**src/rtl/ppm_symbol_packer_if.sv**
```systemverilog
// ppm_symbol_packer_if
//   Bundles the symbol-side inputs and the word-side valid/ready outputs of
//   ppm_symbol_packer so that the decoder, packer and consumer share one
//   connection.
//   slave  : packer view (symbols and dout_ready in; word, pulses and count out)
//   master : driver/consumer view (the opposite directions)
//   Signals: sym_in (erasure flag + symbol), sym_valid, frame_start,
//            dout, dout_valid, dout_ready, sym_err, overflow, timeout, sym_count
interface ppm_symbol_packer_if #(
    parameter int unsigned SYM_BITS = 2,
    parameter int unsigned OUT_W    = 8
);
    logic [SYM_BITS:0]                    sym_in;
    logic                                 sym_valid;
    logic                                 frame_start;
    logic [OUT_W-1:0]                     dout;
    logic                                 dout_valid;
    logic                                 dout_ready;
    logic                                 sym_err;
    logic                                 overflow;
    logic                                 timeout;
    logic [$clog2(OUT_W/SYM_BITS):0]      sym_count;

    modport slave (
        input  sym_in, sym_valid, frame_start, dout_ready,
        output dout, dout_valid, sym_err, overflow, timeout, sym_count
    );

    modport master (
        output sym_in, sym_valid, frame_start, dout_ready,
        input  dout, dout_valid, sym_err, overflow, timeout, sym_count
    );
endinterface

```
**src/rtl/ppm_symbol_packer.sv**
```systemverilog
// ppm_symbol_packer
//   Collects decoded PPM symbols (SYM_BITS each) into OUT_W-bit words in
//   MSB-first or LSB-first order, with erasure handling, frame resync, an
//   inter-symbol timeout and a valid/ready output holding register.
//   Ports:
//     clk16  - sole clock
//     rst_n  - synchronous active-low reset
//     bus    - ppm_symbol_packer_if.slave: sym_in/sym_valid/frame_start in,
//              dout/dout_valid (with dout_ready in), sym_err/overflow/timeout
//              one-cycle pulses, sym_count (symbols in the partial word)
module ppm_symbol_packer #(
    parameter int unsigned SYM_BITS  = 2,
    parameter int unsigned OUT_W     = 8,
    parameter int unsigned MSB_FIRST = 1,
    parameter int unsigned TIMEOUT   = 64
) (
    input  logic                  clk16,
    input  logic                  rst_n,
    ppm_symbol_packer_if.slave    bus
);
    localparam int unsigned N  = OUT_W / SYM_BITS;
    localparam int unsigned CW = $clog2(N) + 1;
    localparam int unsigned TW = (TIMEOUT > 1) ? $clog2(TIMEOUT + 1) : 1;

    typedef enum logic [0:0] {
        IDLE  = 1'b0,
        ACCUM = 1'b1
    } state_t;

    state_t            state_q, state_d;
    logic [CW-1:0]     count_q, count_d;
    logic [OUT_W-1:0]  shift_q, shift_d;
    logic [TW-1:0]     idle_q, idle_d;
    logic [OUT_W-1:0]  dout_q, dout_d;
    logic              valid_q, valid_d;
    logic              err_q, err_d;
    logic              ovf_q, ovf_d;
    logic              to_q, to_d;

    logic [OUT_W-1:0]  sym_ext;
    logic [OUT_W-1:0]  assembled;
    logic              out_free;

    always_ff @(posedge clk16) begin
        if (!rst_n) begin
            state_q <= IDLE;
            count_q <= '0;
            shift_q <= '0;
            idle_q  <= '0;
            dout_q  <= '0;
            valid_q <= 1'b0;
            err_q   <= 1'b0;
            ovf_q   <= 1'b0;
            to_q    <= 1'b0;
        end else begin
            state_q <= state_d;
            count_q <= count_d;
            shift_q <= shift_d;
            idle_q  <= idle_d;
            dout_q  <= dout_d;
            valid_q <= valid_d;
            err_q   <= err_d;
            ovf_q   <= ovf_d;
            to_q    <= to_d;
        end
    end

    always_comb begin
        state_d = state_q;
        count_d = count_q;
        shift_d = shift_q;
        idle_d  = idle_q;
        dout_d  = dout_q;
        // A consumed word drops valid unless a new word loads below.
        valid_d = valid_q && !bus.dout_ready;
        err_d   = 1'b0;
        ovf_d   = 1'b0;
        to_d    = 1'b0;

        sym_ext = OUT_W'(bus.sym_in[SYM_BITS-1:0]);
        // Shift-based form keeps the single-symbol-per-word case legal.
        if (MSB_FIRST != 0) begin
            assembled = (shift_q << SYM_BITS) | sym_ext;
        end else begin
            assembled = (shift_q >> SYM_BITS) | (sym_ext << (OUT_W - SYM_BITS));
        end
        out_free = !valid_q || bus.dout_ready;

        if (bus.frame_start) begin
            state_d = IDLE;
            count_d = '0;
            shift_d = '0;
            idle_d  = '0;
        end else if (bus.sym_valid) begin
            idle_d = '0;
            if (bus.sym_in[SYM_BITS]) begin
                err_d   = 1'b1;
                state_d = IDLE;
                count_d = '0;
                shift_d = '0;
            end else if (count_q == CW'(N - 1)) begin
                state_d = IDLE;
                count_d = '0;
                shift_d = '0;
                if (out_free) begin
                    dout_d  = assembled;
                    valid_d = 1'b1;
                end else begin
                    ovf_d = 1'b1;
                end
            end else begin
                state_d = ACCUM;
                count_d = count_q + 1'b1;
                shift_d = assembled;
            end
        end else if (state_q == ACCUM && TIMEOUT > 0) begin
            // Firing on TIMEOUT-1 puts the pulse TIMEOUT cycles after the strobe.
            if (idle_q == TW'(TIMEOUT - 1)) begin
                to_d    = 1'b1;
                state_d = IDLE;
                count_d = '0;
                shift_d = '0;
                idle_d  = '0;
            end else begin
                idle_d = idle_q + 1'b1;
            end
        end else begin
            idle_d = '0;
        end
    end

    assign bus.dout       = dout_q;
    assign bus.dout_valid = valid_q;
    assign bus.sym_err    = err_q;
    assign bus.overflow   = ovf_q;
    assign bus.timeout    = to_q;
    assign bus.sym_count  = count_q;

endmodule

```
**src/flat_wrapper.sv**
```systemverilog
// flat-port wrapper written by rule: the top's interface ports become plain ports
module ppm_symbol_packer_flat 
#(
    parameter int unsigned SYM_BITS  = 2,
    parameter int unsigned OUT_W     = 8,
    parameter int unsigned MSB_FIRST = 1,
    parameter int unsigned TIMEOUT   = 64
)
  (clk16, rst_n, bus_sym_in, bus_sym_valid, bus_frame_start, bus_dout_ready, bus_dout, bus_dout_valid, bus_sym_err, bus_overflow, bus_timeout, bus_sym_count);
  ppm_symbol_packer_if #(.SYM_BITS(SYM_BITS), .OUT_W(OUT_W)) bus_i ();
  input  logic clk16;
  input  logic rst_n;
  input wire logic [$bits(bus_i.sym_in)-1:0] bus_sym_in;
  input wire logic [$bits(bus_i.sym_valid)-1:0] bus_sym_valid;
  input wire logic [$bits(bus_i.frame_start)-1:0] bus_frame_start;
  input wire logic [$bits(bus_i.dout_ready)-1:0] bus_dout_ready;
  output wire logic [$bits(bus_i.dout)-1:0] bus_dout;
  output wire logic [$bits(bus_i.dout_valid)-1:0] bus_dout_valid;
  output wire logic [$bits(bus_i.sym_err)-1:0] bus_sym_err;
  output wire logic [$bits(bus_i.overflow)-1:0] bus_overflow;
  output wire logic [$bits(bus_i.timeout)-1:0] bus_timeout;
  output wire logic [$bits(bus_i.sym_count)-1:0] bus_sym_count;
  assign bus_i.sym_in = bus_sym_in;
  assign bus_i.sym_valid = bus_sym_valid;
  assign bus_i.frame_start = bus_frame_start;
  assign bus_i.dout_ready = bus_dout_ready;
  assign bus_dout = bus_i.dout;
  assign bus_dout_valid = bus_i.dout_valid;
  assign bus_sym_err = bus_i.sym_err;
  assign bus_overflow = bus_i.overflow;
  assign bus_timeout = bus_i.timeout;
  assign bus_sym_count = bus_i.sym_count;
  ppm_symbol_packer #(.SYM_BITS(SYM_BITS), .OUT_W(OUT_W), .MSB_FIRST(MSB_FIRST), .TIMEOUT(TIMEOUT)) u_core (.clk16(clk16), .rst_n(rst_n), .bus(bus_i));
endmodule
```
**config.mk**
```make
export PLATFORM = sky130hd
export DESIGN_NAME = ppm_symbol_packer_flat
export DESIGN_NICKNAME = d
export VERILOG_FILES = /design/src/rtl/ppm_symbol_packer_if.sv /design/src/rtl/ppm_symbol_packer.sv /design/src/flat_wrapper.sv
export SDC_FILE = /design/constraint.sdc
export NUM_CORES = 1
export LEC_CHECK = 0
export ABC_AREA = 1
export CAP_MARGIN = 15
export CORE_MARGIN = 5
export CORE_UTILIZATION = 40
export DETAILED_ROUTE_END_ITERATION = 12
export MAX_ROUTING_LAYER = met4
export PLACE_DENSITY_LB_ADDON = 0.1
export RECOVER_POWER = 25
export SLEW_MARGIN = 5
export SYNTH_ARGS = -nofsm -noshare
export SYNTH_HDL_FRONTEND = slang
export SYNTH_SLANG_ARGS = --single-unit
export TNS_END_PERCENT = 30
```
**constraint.sdc**
```tcl
create_clock -name clk16 -period 3.1 [get_ports clk16]
set_clock_uncertainty 0.2 [all_clocks]
set_input_delay 0.62 -clock clk16 [delete_from_list [all_inputs] [get_ports clk16]]
set_output_delay 0.62 -clock clk16 [all_outputs]
set_load 0.01 [all_outputs]
```
==> results.sh <==
export IMPL_hold_violations=0
export IMPL_antenna_found_initial=0
export IMPL_num_vias=960
export IMPL_setup_viol=0
export IMPL_synth_top_family_by_area="simple AND/OR/NAND/NOR gates"
export IMPL_clkSinkCount=29
export IMPL_io_buffers=22
export IMPL_tightest_slew_ns=0.585
export IMPL_postLayoutCoreUtil_pct=53.5
export IMPL_ys_ff_latch=29
export IMPL_crit_fanout=9
export IMPL_die_area_sq_um=3990
export IMPL_rsz0062_at_grt="no"
export IMPL_core_area_sq_um=2730
export IMPL_ctsRootBufferMaster="clkbuf_4"
export IMPL_multi_input_area_sq_um=463
export IMPL_io_pins=23
export IMPL_worstSetupStartpoint="rst_n"
export IMPL_start_util_pct=41.4
export IMPL_syn_area_sq_um=1130
export IMPL_hpwl_um=1700
export IMPL_grt_overflow=0
export IMPL_required_ns=3.15
export IMPL_grt_pass1_vias=902
export IMPL_h_tree_depth=2
export IMPL_yosysSeqAreaShare_pct=51.3
export IMPL_fin_crit_sh_pct=75.5
export IMPL_yosys_area_top_type_share_pct=51.3
export IMPL_synth_mux_area_share_pct=0
export IMPL_drc_errors=0
export IMPL_ys_top_cells_by_area="dfxtp_1 (51%), nor2_1 (11%), inv_1 (6.0%), o21ai_0 (5.3%), nand3_1 (4.4%)"
export IMPL_postSynthCellCount=139
export IMPL_cts_tree="built"
export IMPL_p_clk_share_pct=43.6
export IMPL_fin_nets=178
export IMPL_fp_dieW_um=63.2
export IMPL_status="complete, no violations"
export IMPL_power_switching_mw=0.147
export IMPL_synth_compound_area_share_pct=8.84
export IMPL_numCtsBuffers=5
export IMPL_cellPowerDensity_nw_per_um2=498
export IMPL_synth_distinct_cells=20
export IMPL_fin_crit_ns=2.34
export IMPL_seqPwrFrac_pct=51.6
export IMPL_yosys_area_share_simple_pct=27.8
export IMPL_setup_total_negative_slack_ns=0
export IMPL_cp_arrival_ns=2.39
export IMPL_synthAdderAreaFrac_pct=2.21
export IMPL_timing_slew_headroom_pct=60.9
export IMPL_fillers=276
export IMPL_drtAntennaViolNets=0
export IMPL_critPathKind="in -> reg"
export IMPL_slew_violations=0
export IMPL_drive_above_1_share_pct=9.47
export IMPL_die_h_um=63.2
export IMPL_n_antenna_cell=0
export IMPL_synth_xor_area_share_pct=3.09
export IMPL_cts_hold_buf=0
export IMPL_fmax_mhz=428
export IMPL_p_comb_share_pct=4.7
export IMPL_p_leak_nw=0.578
export IMPL_cts_resized=0
export IMPL_start_kind="input port"
export IMPL_drt_pass1_iterations=4
export IMPL_rows=19
export IMPL_end_kind="flop"
export IMPL_hp_start="u_core.idle_q[0]"
export IMPL_r2r_start="u_core.bus.sym_count[0]"
export IMPL_avgRoutedWirePerCell_um=11.2
export IMPL_post_layout_nonfiller_instances=200
export IMPL_yosysWarnings=0
export IMPL_seq_area_sq_um=581
export IMPL_via_per_inst=4.80
export IMPL_intPower_mw=0.583
export IMPL_drt_iter0_markers=34
export IMPL_grt_max_degree=10
export IMPL_holdCritPathClass="reg -> reg"
export IMPL_grt_pass1_wl_um=3810
export IMPL_syn_nets=149
export IMPL_area_delta_synth_final_pct=29.3
export IMPL_swShare_pct=20.1
export IMPL_wl_um=2240
export IMPL_cts_max_path_buffers=2
export IMPL_peakVddDrop_mv=0.388
export IMPL_yosysTopAreaCell="dfxtp_1"
export IMPL_clkTransAtPathRegs_ns=0.09
export IMPL_dp_cells=192
export IMPL_place_gp_congestion=0.755
export IMPL_clk_latency_ns=0.33
export IMPL_cts_setup_buffers=0
export IMPL_max_cap_violations=0
export IMPL_grtUsageTotal_pct=12.6
export IMPL_avgSynthCellArea_sq_um=8.15
worst paths after layout:
kind | to | slack [ns] | cells past startpoint
worst max register to register | u_core.bus.dout[0] | 1.42 | 7
worst max-delay path | u_core.bus.sym_count[0] | 0.76 | 7
worst min register to register | u_core.idle_q[0] | 0.25 | 1
worst min-delay path | u_core.idle_q[0] | 0.25 | 1
area by class of cell:
type                    count  share of cell area [%]
inverters                  20                    5.21
well taps                  31                    2.65
multi-input cells          90                    31.6
clock inverters             1                    2.05
clock buffers               7                    3.76
flip-flops and latches     29                    39.7
repair buffers             22                    15.0
power groups by stage:
| stage | clock [mW] | sequential [mW] | combinational (mW) |
|---|---|---|---|
| floorplan | 0 | 0.386 | 0.0190 |
| global placement | 0 | 0.385 | 0.0359 |
| detailed placement | 0 | 0.386 | 0.0363 |
| CTS | 0.330 | 0.377 | 0.0367 |
| global route | 0.349 | 0.377 | 0.0383 |
| finish | 0.318 | 0.377 | 0.0344 |
synthesized netlist by cell type:
library cell	n
a21oi_1	2
a21oi_2	1
clkinv_2	1
dfxtp_1	29
ha_1	2
inv_1	18
inv_2	1
nand2_1	12
nand2_4	3
nand3_1	10
nand3_2	2
nor2_1	34
nor2_2	1
nor2_4	2
nor3_1	2
o21ai_0	12
o21ai_2	1
o22ai_1	2
xnor2_1	2
xor2_1	2
logic make-up after synthesis:
group | count (synthesis)
flip-flops | 29
adder cells (fa/ha/maj) | 2
XOR/XNOR | 4
AND/OR/NAND/NOR | 66
buffers and inverters | 20
AO/OA/AOI/OAI | 18
critical path, stage by stage:
cell and delay [ns]:
dlygate4sd3_1 0.66, inv_1 0.09, nor2_1 0.46, nand2_4 0.13, clkinvlp_2 0.19, nand2_4 0.09, o22ai_1 0.14
metal layers:
| metal | GRT usage [%] | vias to the layer above | routed length, um |
|---|---|---|---|
| met3 | 6.39 | 6 | 163 |
| met2 | 19.6 | 26 | 1040 |
| met4 | 7.01 | 0 | 58 |
| li1 | - | 498 | - |
| met1 | 12.7 | 430 | 970 |
| met5 | - | - | 0 |
registers in the layout, indices dropped and copies added, names as in the netlist:
name                   flops
u_core.bus.sym_err         1
u_core.bus.dout            8
u_core.bus.overflow        1
u_core.idle_q              7
u_core.shift_q             6
u_core.state_q             1
u_core.bus.timeout         1
u_core.bus.dout_valid      1
u_core.bus.sym_count       3
stage by stage:
stage	area, sq um	hold slack (ns)	power [mW]	setup slack (ns)
2_1_floorplan	1130	0.217	0.405	1.56
3_3_place_gp	1390	0.228	0.421	0.941
3_5_place_dp	1390	0.244	0.422	0.899
4_1_cts	1480	0.257	0.744	0.962
5_1_grt	1460	0.289	0.764	0.601
6_report	1460	0.250	0.730	0.761
layout by cell type, fill, tap and decap left out, types with 2 or more instances in the layout:
master           synthesis  final
nor2_1                  34     35
dfxtp_1                 29     29
clkdlybuf4s50_1          0     20
inv_1                   18     19
nand2_1                 12     12
o21ai_0                 12     12
nand3_1                 10     11
clkbuf_4                 0      5
nand2_4                  3      3
o22ai_1                  2      2
nor3_1                   2      2
a21oi_1                  2      2
xnor2_1                  2      2
xor2_1                   2      2
ha_1                     2      2
dlygate4sd3_1            0      2
(Power assumes the default switching activity.)
